File: src/rtl/vga_cursor_overlay.sv
// Hardware cursor compositor: rebuilds the beam position from the upstream syncs and
// overlays a 16x16 2bpp bitmap cursor, with a fixed 2-cycle latency on pixels and syncs.
module vga_cursor_overlay #(
  parameter int PIXEL_WIDTH  = 640,
  parameter int PIXEL_HEIGHT = 480,
  parameter int H_SYNC_PULSE = 96,
  parameter int H_BACK_PORCH = 48,
  parameter int V_SYNC_PULSE = 2,
  parameter int V_BACK_PORCH = 33,
  parameter int H_OFFSET     = 0,
  parameter bit SYNC_ACTIVE  = 1'b0
) (
  input  logic        pxclk,
  input  logic        rst_n,
  input  logic [3:0]  in_r,
  input  logic [3:0]  in_g,
  input  logic [3:0]  in_b,
  input  logic        in_hsync,
  input  logic        in_vsync,
  input  logic        cur_en,
  input  logic [9:0]  cur_x,
  input  logic [9:0]  cur_y,
  input  logic [11:0] cur_col0,
  input  logic [11:0] cur_col1,
  input  logic        bmp_we,
  input  logic [3:0]  bmp_row,
  input  logic [31:0] bmp_wdata,
  output logic [3:0]  r,
  output logic [3:0]  g,
  output logic [3:0]  b,
  output logic        hsync,
  output logic        vsync
);

  localparam logic signed [11:0] H_START_S = 12'(H_SYNC_PULSE + H_BACK_PORCH + H_OFFSET);
  localparam logic signed [11:0] V_START_S = 12'(V_SYNC_PULSE + V_BACK_PORCH);
  localparam logic signed [11:0] WIDTH_S   = 12'(PIXEL_WIDTH);
  localparam logic signed [11:0] HEIGHT_S  = 12'(PIXEL_HEIGHT);

  function automatic logic [10:0] sat_inc11(input logic [10:0] v);
    return (v == 11'h7FF) ? v : v + 11'd1;
  endfunction

  function automatic logic [9:0] sat_inc10(input logic [9:0] v);
    return (v == 10'h3FF) ? v : v + 10'd1;
  endfunction

  logic        hs_d, vs_d;
  logic        hs_edge, vs_edge;
  logic [10:0] hcnt_q, hcnt_cur;
  logic [9:0]  vcnt_q, vcnt_cur;

  logic        sh_en;
  logic [9:0]  sh_x, sh_y;
  logic [11:0] sh_col0, sh_col1;

  logic [31:0] bmp_mem [16];
  logic [31:0] row_data;

  logic signed [11:0] x_s, y_s, dx_s, dy_s;
  logic        visible, hit;
  logic [1:0]  code;

  logic [11:0] rgb_p1;
  logic        hs_p1, vs_p1, hit_p1;
  logic [1:0]  code_p1;
  logic [11:0] pix_mux;

  // Beam position: counters restart on sync assertion edges; vsync wins on a tie
  always_comb begin
    hs_edge  = (in_hsync == SYNC_ACTIVE) && (hs_d != SYNC_ACTIVE);
    vs_edge  = (in_vsync == SYNC_ACTIVE) && (vs_d != SYNC_ACTIVE);
    hcnt_cur = hs_edge ? 11'd0 : sat_inc11(hcnt_q);
    if (vs_edge)      vcnt_cur = 10'd0;
    else if (hs_edge) vcnt_cur = sat_inc10(vcnt_q);
    else              vcnt_cur = vcnt_q;
  end

  // Syncs reset to the active level so a sync already asserted at release is not an edge
  always_ff @(posedge pxclk) begin
    if (!rst_n) begin
      hs_d    <= SYNC_ACTIVE;
      vs_d    <= SYNC_ACTIVE;
      hcnt_q  <= 11'h7FF;
      vcnt_q  <= 10'h3FF;
      sh_en   <= 1'b0;
      sh_x    <= '0;
      sh_y    <= '0;
      sh_col0 <= '0;
      sh_col1 <= '0;
    end else begin
      hs_d   <= in_hsync;
      vs_d   <= in_vsync;
      hcnt_q <= hcnt_cur;
      vcnt_q <= vcnt_cur;
      if (vs_edge) begin
        sh_en   <= cur_en;
        sh_x    <= cur_x;
        sh_y    <= cur_y;
        sh_col0 <= cur_col0;
        sh_col1 <= cur_col1;
      end
    end
  end

  always_ff @(posedge pxclk) begin
    if (bmp_we) bmp_mem[bmp_row] <= bmp_wdata;
  end

  // Signed differences make off-screen cursor placements clip instead of wrapping
  always_comb begin
    x_s      = $signed({1'b0, hcnt_cur}) - H_START_S;
    y_s      = $signed({2'b00, vcnt_cur}) - V_START_S;
    dx_s     = x_s - $signed({2'b00, sh_x});
    dy_s     = y_s - $signed({2'b00, sh_y});
    visible  = (x_s >= 12'sd0) && (x_s < WIDTH_S) && (y_s >= 12'sd0) && (y_s < HEIGHT_S);
    hit      = visible && sh_en && (dx_s >= 12'sd0) && (dx_s <= 12'sd15) &&
               (dy_s >= 12'sd0) && (dy_s <= 12'sd15);
    row_data = bmp_mem[dy_s[3:0]];
    code     = row_data[{dx_s[3:0], 1'b0} +: 2];
  end

  // Stage 1: input pixel, syncs, hit and bitmap code
  always_ff @(posedge pxclk) begin
    if (!rst_n) begin
      rgb_p1  <= '0;
      hs_p1   <= ~SYNC_ACTIVE;
      vs_p1   <= ~SYNC_ACTIVE;
      hit_p1  <= 1'b0;
      code_p1 <= 2'b00;
    end else begin
      rgb_p1  <= {in_r, in_g, in_b};
      hs_p1   <= in_hsync;
      vs_p1   <= in_vsync;
      hit_p1  <= hit;
      code_p1 <= code;
    end
  end

  always_comb begin
    pix_mux = rgb_p1;
    if (hit_p1) begin
      case (code_p1)
        2'b01:   pix_mux = sh_col0;
        2'b10:   pix_mux = sh_col1;
        2'b11:   pix_mux = ~rgb_p1;
        default: pix_mux = rgb_p1;
      endcase
    end
  end

  // Stage 2: composited colour and delayed syncs
  always_ff @(posedge pxclk) begin
    if (!rst_n) begin
      r     <= '0;
      g     <= '0;
      b     <= '0;
      hsync <= ~SYNC_ACTIVE;
      vsync <= ~SYNC_ACTIVE;
    end else begin
      {r, g, b} <= pix_mux;
      hsync     <= hs_p1;
      vsync     <= vs_p1;
    end
  end

endmodule

File: config.mk
export PLATFORM = sky130hd
export DESIGN_NAME = vga_cursor_overlay
export DESIGN_NICKNAME = d
export VERILOG_FILES = /design/src/rtl/vga_cursor_overlay.sv
export SDC_FILE = /design/constraint.sdc
export NUM_CORES = 1
export LEC_CHECK = 0
export ABC_AREA = 0
export CORE_MARGIN = 1
export CORE_UTILIZATION = 60
export DETAILED_ROUTE_END_ITERATION = 10
export PLACE_DENSITY_LB_ADDON = 0.08
export SLEW_MARGIN = 20
export SYNTH_ARGS = -nofsm -noshare
export SYNTH_HDL_FRONTEND = slang
export SYNTH_SLANG_ARGS = --single-unit
File: constraint.sdc
create_clock -name pxclk -period 7.5 [get_ports pxclk]
set_input_delay 1.875 -clock pxclk [delete_from_list [all_inputs] [get_ports pxclk]]
set_output_delay 1.875 -clock pxclk [all_outputs]
set_load 0.1 [all_outputs]
-- Word level (Yosys, flattened, before mapping)
Memories as Yosys holds them, arrays and structs flattened.
Index checks and enable logic that the tools add are counted.
- register bits: 99
- ROM bits: 0
- latch bits: 0
- bits of input ports: 98
- memories kept: 1
- memory bits (writable): 512
- logic and storage cells: 62
- output and inout bits: 14
- reductions and logical operators: 10
- $add $sub $neg: 6
- eq/ne operators: 5
- order comparisons: 8
- divide/modulo/power cells: 0
- multiplexer cells: 9
- multipliers: 0
- shift-type cells: 1
- bitwise operators: 3
- memories (memory ; depth ; width ; rd ports ; clocked after memory_dff ; wr ports ; line ; text):
    bmp_mem ; 16 ; 32 ; 1 ; 0 ; 1 ; 57 ; logic [31:0] bmp_mem [16];
- operators by type and width (operator ; number):
    $ge A12 B1 Y1 const B ; 3
    $pmux W12 S3 ; 1
    $shiftx A32 B6 Y2 ; 1
    $mux W10 ; 3
    $le A12 B5 Y1 const B ; 2
    $mux W11 ; 2
    $lt A12 B11 Y1 const B ; 1
    $mux W12 ; 1
    $not A12 Y12 ; 1
    $sub A11 B11 Y12 ; 1
    $sub A11 B8 Y12 const B ; 1
    $sub A12 B11 Y12 ; 1
    $add A11 B1 Y11 const B ; 1
    $eq A11 B11 Y1 const B ; 1
    $ge A11 B1 Y1 const B ; 1
    $lt A11 B10 Y1 const B ; 1
    $sub A10 B6 Y11 const B ; 1
    $add A10 B1 Y10 const B ; 1
    $eq A10 B10 Y1 const B ; 1
    $logic_and A1 B1 Y1 ; 10
    $eq A2 B2 Y1 const B ; 2
    $eq A2 B1 Y1 const B ; 1
    $mux W1 ; 2
    $not A1 Y1 ; 2

-- Longest topological paths before layout
Gate-level depths: netlist of the first run.
- word-level depth: 13
- gate-level depth with buffers: 19
- mapped depth without buffers: 17

-- Worst setup path after synthesis of the first run
OpenSTA, ideal clock, no wires.
- path kind: input to register
- start: in in_hsync
- end: reg code_p1[0]
- library setup time: 0.130 ns
- data arrival time: 5.684 ns
- required time: 7.370 ns
- setup slack: 1.686 ns
- stages on the path: 17
- buffers on the path: 3
- cell sequence: nor2b_1 clkbuf_1 nand2_1 xor2_1 nor2_1 ha_1 xor2_1 ha_1 and3b_1 or3_1 clkbuf_1 nand2_2 buf_2 mux4_2 mux2_2 a211oi_1 a31oi_1
- word-level cells in the longest chain between the ends: 8
- elaborated cells on any way between the ends: 11
- those cells by class: add/sub (4); shift (1); mux (3); bitwise (1); reduce/logical (1); memory (1)
- ends and longest elaborated chain (what ; line ; text):
    start, declared ; 18 ; input logic in_hsync,
    $not A1 Y1 ; 71 ; hs_edge = (in_hsync == SYNC_ACTIVE) && (hs_d != SYNC_ACTIVE);
    $logic_and A1 B1 Y1 ; 71 ;
    $mux W10 ; 75 ; else if (hs_edge) vcnt_cur = sat_inc10(vcnt_q);
    $mux W10 ; 74 ; if (vs_edge) vcnt_cur = 10'd0;
    named net vcnt_cur[0] ; 51 ; logic [9:0] vcnt_q, vcnt_cur;
    $sub A10 B6 Y11 ; 113 ; y_s = $signed({2'b00, vcnt_cur}) - V_START_S;
    $sub A11 B11 Y12 ; 115 ; dy_s = y_s - $signed({2'b00, sh_y});
    $mem_v2 Z16 W32 ; - ;
    $shiftx A32 B6 Y2 ; 120 ; code = row_data[{dx_s[3:0], 1'b0} +: 2];
    end signal, assigned ; 136 ; code_p1 <= code;
    end, declared ; 66 ; logic [1:0] code_p1;
The timed path passes the listed nets, and every way through them passes these cells.
A chain may end at the register's enable or synchronous reset.

-- Final worst setup path of the first run
- start: in in_hsync
- end: reg code_p1[1]
The elaborated chain is that of the path after synthesis.

==> metrics.md, run 1 <==
| Metric | Value |
|---|---|
| Overall Power | `9.54 mW` |
| Post-synth top area cell | `edfxtp_1` |
| Maximum fanout encountered on the critical timing path | `24` |
| Total negative setup slack | `0 ns` |
| Number of setup buffers added after CTS | `0` |
| Clock slew at reported path FFs | `0.06 ns` |
| Top cells by instance count after synthesis | `512 x edfxtp_1, 179 x nand2_1, 144 x mux4_2, 99 x dfxtp_1, 67 x o21ai_0` |
| Via count of the first global-routing pass | `14300` |
| Rel. slew slack | `33.6%` |
| Final WL | `56.7 mm` |
| Endpoints failing setup | `0` |
| Worst setup skew after layout | `0.0234 ns` |
| PwrDens | `329 nW/um^2` |
| Number of primary I/O pins | `112` |
| Maximum number of pins on one net before global-route repair | `100` |
| Destination of the worst register-to-register timing path | `hit_p1` |
| Nets@finish | `1775` |
| Maxcap violations | `0` |
| Startpoint of the worst setup timing path | `in_hsync` |
| Mean routed wirelength per cell | `25.4 um` |
| TritonCTS clock tree | `done` |
| Slew at the pin with the worst max-slew slack | `0.992 ns` |
| Number of antenna violations at the first check in global routing | `3` |
| Worst endpoint data arrival time | `6.46 ns` |
| Min Tclk post-route | `5.99 ns` |
| Post-route clock period utilization | `79.9%` |
| Final-layout worst hold slack | `0.412 ns` |
| CP Capture Point | `code_p1[1]` |
| Cell area after placement | `26900 sq um` |
| Placed Cells | `2123` |
| Average cell area after synthesis | `16.4 sq um` |
| Proportion of layout cells with a drive suffix above 1 | `18.4%` |
| Top cells by area in the synthesized netlist | `edfxtp_1 62%, mux4_2 13%, dfxtp_1 7.9%` |
| Number of synthesized flops with an enable pin | `512` |
| Initial Util | `61.0%` |
| Worst Setup End Kind | `register` |
| Number of buffers on the longest clock path | `3` |
| Seq/Total Area, Yosys | `69.5%` |
| Startpoint of the worst-slack reg-to-reg timing path | `hcnt_q[0]` |
| Post-Syn Nets | `1645` |
| Data required time of the critical path | `7.96 ns` |
| Most common flop cell mapped by yosys | `edfxtp_1` |
| Post-Synthesis Cell Area | `25000 sq um` |
| Port Buffer Count | `111` |
| Fillers | `2620` |
| Max-slew violations | `0` |
| Wire length of the first global-routing pass | `84.5 mm` |
| GRT Residual Overflow | `0` |
| # DRC | `0` |
| Post-layout instance count excluding filler cells | `2232` |
| Top cell type's share of synthesized area | `61.6%` |
| IR drop worst, VDD | `0.000221 V` |
| P_leak | `9.45 nW` |
| Last weighted congestion value of the routability-driven placer | `0.834` |
| Count of warnings emitted by yosys | `0` |
| Cell Rows | `74` |
| Mapped Cells | `1522` |
| Via density | `6.29` |
| Num Clock Sinks | `611` |
| Final Hold Viols | `0` |
| Post-synthesis async set-or-reset flop share | `0%` |
| Register bit count reported by yosys | `611` |
| Type of the setup path with the least slack | `input port to register` |
| Post-cts repair resize count | `0` |
| Class of the tightest hold or removal check | `register to register` |
| Vias post-DR | `14000` |
| Cell variety after synth | `65` |
| Die Area | `42400 sq um` |
| Htree depth | `2` |
| Total core area | `40900 sq um` |
| Die Wd | `206 um` |
| Buffer type at the clock tree root | `clkbuf_16` |
| Status | `finished clean` |
| Finished layout cell area | `29000 sq um` |
| Vertical die dimension | `206 um` |
| Total CTS buffers | `59` |
| Cts-stage hold buffer count | `0` |
| DRC violation total after the first TritonRoute iteration | `1273` |
| Number of nets with antenna violations after routing | `0` |
| Peak clock frequency supported by timing | `167 MHz` |
| Flop-to-flop setup slack | `2.20 ns` |
| Dominant cell by count in the synthesized netlist | `edfxtp_1` |
| Global Route Usage Sum | `27.5%` |
| Synth-to-layout area growth | `15.9%` |
| Cell count of the worst reg-to-reg path | `17` |
| Clock network latency to the later pin of the worst-skew pair | `0.63 ns` |
| Startpoint Class | `input port` |
| Initial DRT Pass Iterations | `6` |
| Unrepaired setup endpoints after global routing | `no` |
| Estimated wirelength of the detail-placed design | `31.6 mm` |
## state kept, by name (all words and copies together) (netlist names), 2 cells and up
signal,cells
b,4
bmp_mem,512
code_p1,2
g,4
hcnt_q,11
r,4
rgb_p1,12
sh_col0,12
sh_col1,12
sh_x,10
sh_y,10
vcnt_q,10
## per-layer routing
layer / global-route usage [%] / up-vias / routed length [um]
met4: 9.24 / 2 / 1580
met1: 36.8 / 7116 / 22600
li1: - / 6244 / -
met3: 5.03 / 108 / 4500
met5: 0 / - / 10
met2: 45.8 / 578 / 28000
## critical path, stage by stage
cell and delay, ns:
clkdlybuf4s50_1 0.49, nor2b_1 0.20, nand2_1 0.14, xor2_1 0.18, nor2_1 0.24, ha_1 0.31, fa_4 1.07, buf_4 0.37
mux4_2 0.34, a21boi_0 0.13, a2111oi_0 0.46, o31ai_1 0.20, and4_1 0.22, o211ai_1 0.10, a31oi_1 0.11
## stage by stage
step	setup WS, ns	util [%]
finish	1.51	70.7
global placement	0.976	65.8
CTS	1.53	70.7
global route	1.18	70.7
floorplan	1.69	-
detailed placement	0.915	65.8
## cells by family (layout without fill, tap and decap cells)
logic type,Yosys count,count (layout),synth area share (%)
AO/OA/AOI/OAI,218,218,5.75
buffers and inverters,105,282,1.63
XOR/XNOR,19,19,0.666
other,0,1,0
flip-flops,611,611,69.5
adder cells (fa/ha/maj),25,25,1.31
multiplexers,163,163,13.8
AND/OR/NAND/NOR,381,381,7.35
## cell usage in the layout, fill, tap and decap left out, types with 12 or more instances in the layout
cell             count
clkinv_2            12
a21oi_1             26
nor2_1              39
inv_1               29
nand2b_1            22
ha_1                22
a21boi_0            47
clkbuf_16           60
and2_1              21
mux4_2             144
nand3_1             20
nand4_1             16
buf_4               30
o21ai_0             67
nand2_1            179
edfxtp_1           512
nor2_4              12
clkdlybuf4s50_1    110
dfxtp_1             99
## power breakdown
| group | switching (mW) | internal (mW) |
|---|---|---|
| clock network | 1.27 | 1.81 |
| logic | 1.47 | 1.11 |
| registers | 0.0927 | 3.78 |
| total | 2.84 | 6.70 |
## final cells by class
cell class,instances,area [sq um],share of cell area (%)
Timing Repair Buffer,145,1410,4.87
Clock buffer,66,1520,5.26
Clock inverter,42,509,1.76
Tap cell,532,666,2.30
Inverter,29,109,0.376
Multi-Input combinational cell,806,7370,25.5
Antenna cell,1,2.50,0.00864
Sequential cell,611,17400,59.9
## how the worst min path moves through the flow
| stage | startpoint | endpoint | slack, ns | cells past startpoint |
|---|---|---|---|---|
| 6_report | vs_p1 | vsync | 0.41 | 1 |
| 3_5_place_dp | vs_p1 | vsync | 0.40 | 1 |
| 5_1_grt | vs_p1 | vsync | 0.45 | 1 |
| 2_1_floorplan | hs_p1 | hsync | 0.39 | 1 |
| 4_1_cts | vs_p1 | vsync | 0.42 | 1 |
| 3_3_place_gp | vs_p1 | vsync | 0.40 | 1 |
Power figures use the tool's default switching activity.
==> inputs of run 2 (changes only) <==
Settings changed: CORE_UTILIZATION 60 to 54.
Clock period 7.5 ns to 4.89 ns, I/O delays scaled along.
==> run 2 against run 1 <==
Net effect: cell count up 8.4%; global-route usage down 2.3 points; clock power up 43%; core utilization down 4.6 points; power up 58%; via count up 1.7%; critical path depth down 2; non-clock buffer count up 117; combinational power up 84%; critical path type unchanged; critical endpoint is now hit_p1; largest cell class unchanged; highest routed layer is now met4.
==> metrics.md, run 2 (synthesized netlist as in run 1, its figures left out) <==
| Metric | Value |
|---|---|
| Status | `finished clean` |
| Worst Setup End Kind | `register` |
| Placed Cells | `2305 (+8.6%)` |
| Buffer type at the clock tree root | `clkbuf_16` |
| Number of nets with antenna violations after routing | `0 (unchanged)` |
| Maxcap violations | `0 (unchanged)` |
| Min Tclk post-route | `4.60 ns` |
| Htree depth | `2 (unchanged)` |
| Clock network latency to the later pin of the worst-skew pair | `0.63 ns (about the same)` |
| Die Wd | `217 um (+5.4%)` |
| Mean routed wirelength per cell | `23.9 um (-5.9%)` |
| Cells on Worst Hold Path | `1 (unchanged)` |
| Proportion of layout cells with a drive suffix above 1 | `23.7% (+5.2 points)` |
| Startpoint of the worst setup timing path | `in_vsync` |
| Final WL | `57.8 mm (+2.0%)` |
| Pre-CTS WS | `-0.622 ns (-1.54 ns)` |
| Maximum fanout encountered on the critical timing path | `7 (-71%)` |
| Num Clock Sinks | `611 (unchanged)` |
| Destination of the worst register-to-register timing path | `hit_p1` |
| Critical path, cell by cell | `clkdlybuf4s50_1 > nor2b_4 > or4_1 > and2_1 > a21oi_2 > nor3_2 > xor2_1 > ha_1 > o21ai_0 > or4_1 > or4_1 > or4_1 > nor4_2` |
| Flip-flop count of the largest register, all copies and words added | `512 (unchanged)` |
| Peak clock frequency supported by timing | `217 MHz` |
| Worst-path cell with the longest stage delay | `clkdlybuf4s50_1` |
| DRC violation total after the first TritonRoute iteration | `1378 (+8.2%)` |
| Cell count of the worst reg-to-reg path | `17 (unchanged)` |
| Number of primary I/O pins | `112 (unchanged)` |
| Max-slew violations | `0 (unchanged)` |
| Estimated wirelength of the detail-placed design | `34.1 mm (+7.9%)` |
| Port Buffer Count | `111 (unchanged)` |
| P_leak | `10.1 nW (+6.4%)` |
| Class of the tightest hold or removal check | `register to register` |
| # DRC | `0 (unchanged)` |
| Wire length of the first global-routing pass | `87.3 mm (+3.3%)` |
| Cell area after placement | `28100 sq um (+4.5%)` |
| Clock slew at reported path FFs | `0.06 ns (about the same)` |
| Type of the setup path with the least slack | `input port to register` |
| Die Area | `47100 sq um (+11%)` |
| Cell Rows | `78 (+5.4%)` |
| Total negative setup slack | `0 ns (unchanged)` |
| Highest metal layer with signal wires | `met4` |
| Unrepaired setup endpoints after global routing | `no` |
| Startpoint Class | `input port` |
| Number of buffers on the longest clock path | `3 (unchanged)` |
| Total core area | `45500 sq um (+11%)` |
| Worst endpoint data arrival time | `5.13 ns (-1.33 ns)` |
| Data required time of the critical path | `5.42 ns (-2.54 ns)` |
| Final Hold Viols | `0 (unchanged)` |
| TritonCTS clock tree | `done` |
| Synth-to-layout area growth | `20.5%` |
| Nets@finish | `1892 (+6.6%)` |
| Rel. slew slack | `33.5% (-0.14 points)` |
| PwrDens | `501 nW/um^2 (+52%)` |
| Worst setup skew after layout | `0.0235 ns (+0.00000800 ns)` |
| Routed length on met2 | `28.7 mm (+2.5%)` |
| GRT Residual Overflow | `0 (unchanged)` |
| Most used cells in the layout excluding fill and tap cells | `512 x edfxtp_1, 178 x nand2_1, 144 x mux4_2` |
| Cts-stage hold buffer count | `0 (unchanged)` |
| Last weighted congestion value of the routability-driven placer | `0.829 (-0.54%)` |
| Slack of the critical path | `0.287 ns (-1.22 ns)` |
| Overall Power | `15.1 mW (+58%)` |
| IR drop worst, VDD | `0.000328 V (+49%)` |
| Most common cell type on the critical path | `or4_1` |
| Endpoints failing setup | `0 (unchanged)` |
| Number of antenna violations at the first check in global routing | `1 (-2)` |
| Maximum number of pins on one net before global-route repair | `101 (+1.0%)` |
| Length of routed met3 wiring | `3.86 mm (-14%)` |
| Post-layout instance count excluding filler cells | `2419 (+8.4%)` |
| Post-route clock period utilization | `94.1%` |
| Min-Delay Startpoint | `vs_p1` |
| Via count of the first global-routing pass | `14500 (+1.6%)` |
| Flop-to-flop setup slack | `0.31 ns (-1.89 ns)` |
| Utilization after layout | `66.2% (-4.6 points)` |
| Most frequent standard cell in the layout excluding fill and tap cells | `edfxtp_1` |
| Vertical die dimension | `217 um (+5.4%)` |
| Worst hold path endpoint | `vsync` |
| Final-layout worst hold slack | `0.409 ns (-0.00373 ns)` |
| Global Route Usage Sum | `25.2% (-2.3 points)` |
| Top reg by flops | `bmp_mem` |
| DRT met1 WL | `24.0 mm (+6.2%)` |
| Startpoint of the worst-slack reg-to-reg timing path | `hcnt_q[0]` |
| Finished layout cell area | `30100 sq um (+3.9%)` |
| Initial DRT Pass Iterations | `5 (-1)` |
| Total CTS buffers | `59 (unchanged)` |
| Vias post-DR | `14300 (+1.7%)` |
| Via density | `5.90 (-6.2%)` |
| Slew at the pin with the worst max-slew slack | `0.994 ns (+0.00216 ns)` |
| Slowest stage delay, CP | `0.53 ns (-0.54 ns)` |
| Initial Util | `54.9% (-6.1 points)` |
[run 2: layer usage]
| metal | vias to the layer above | global-route usage, % |
|---|---|---|
| li1 | 6484 | - |
| met2 | 448 | 41.6 |
| met1 | 7264 | 34.9 |
| met5 | - | 0 |
| met3 | 84 | 4.57 |
| met4 | 0 | 6.67 |
[run 2: critical path, delay by kind of cell]
| kind | cells | cell delay [ns] |
|---|---|---|
| xor+xnor | 1 | 0.15 |
| buf+inv | 1 | 0.53 |
| compound gates | 2 | 0.26 |
| fa+ha+maj | 1 | 0.30 |
| simple gates | 8 | 2.64 |
[run 2: repair_timing]
| action | 4_1_cts | 5_1_grt |
|---|---|---|
| setup endpoints to repair | 0 | 3 |
| hold endpoints to repair | 0 | 0 |
| buffers inserted | 0 | 3 |
| gates resized for setup | 0 | 21 |
[run 2: report_power, final]
part           internal (mW)  switching [mW]  leakage (nW)
clock network           2.50            1.89         0.908
registers               5.80           0.139          5.44
logic                   2.33            2.43          3.71
total                   10.6            4.46          10.1
[run 2: layout make-up]
type / count / area [sq um]
Antenna cell: 1 / 2.50
Clock buffer: 75 / 1550
Clock inverter: 35 / 319
Fill cell: 3170 / 15400
Inverter: 29 / 109
Multi-Input combinational cell: 806 / 7440
Sequential cell: 611 / 17400
Tap cell: 600 / 751
Timing Repair Buffer: 262 / 2560
[run 2: worst max path at each step]
stage                      end  slack, ns  cells past startpoint
floorplan               hit_p1       0.01                     15
global placement    code_p1[1]      -0.63                     17
detailed placement  code_p1[1]      -0.62                     17
CTS                 code_p1[1]      0.005                     17
global route            hit_p1       0.02                     17
finish                  hit_p1       0.29                     13
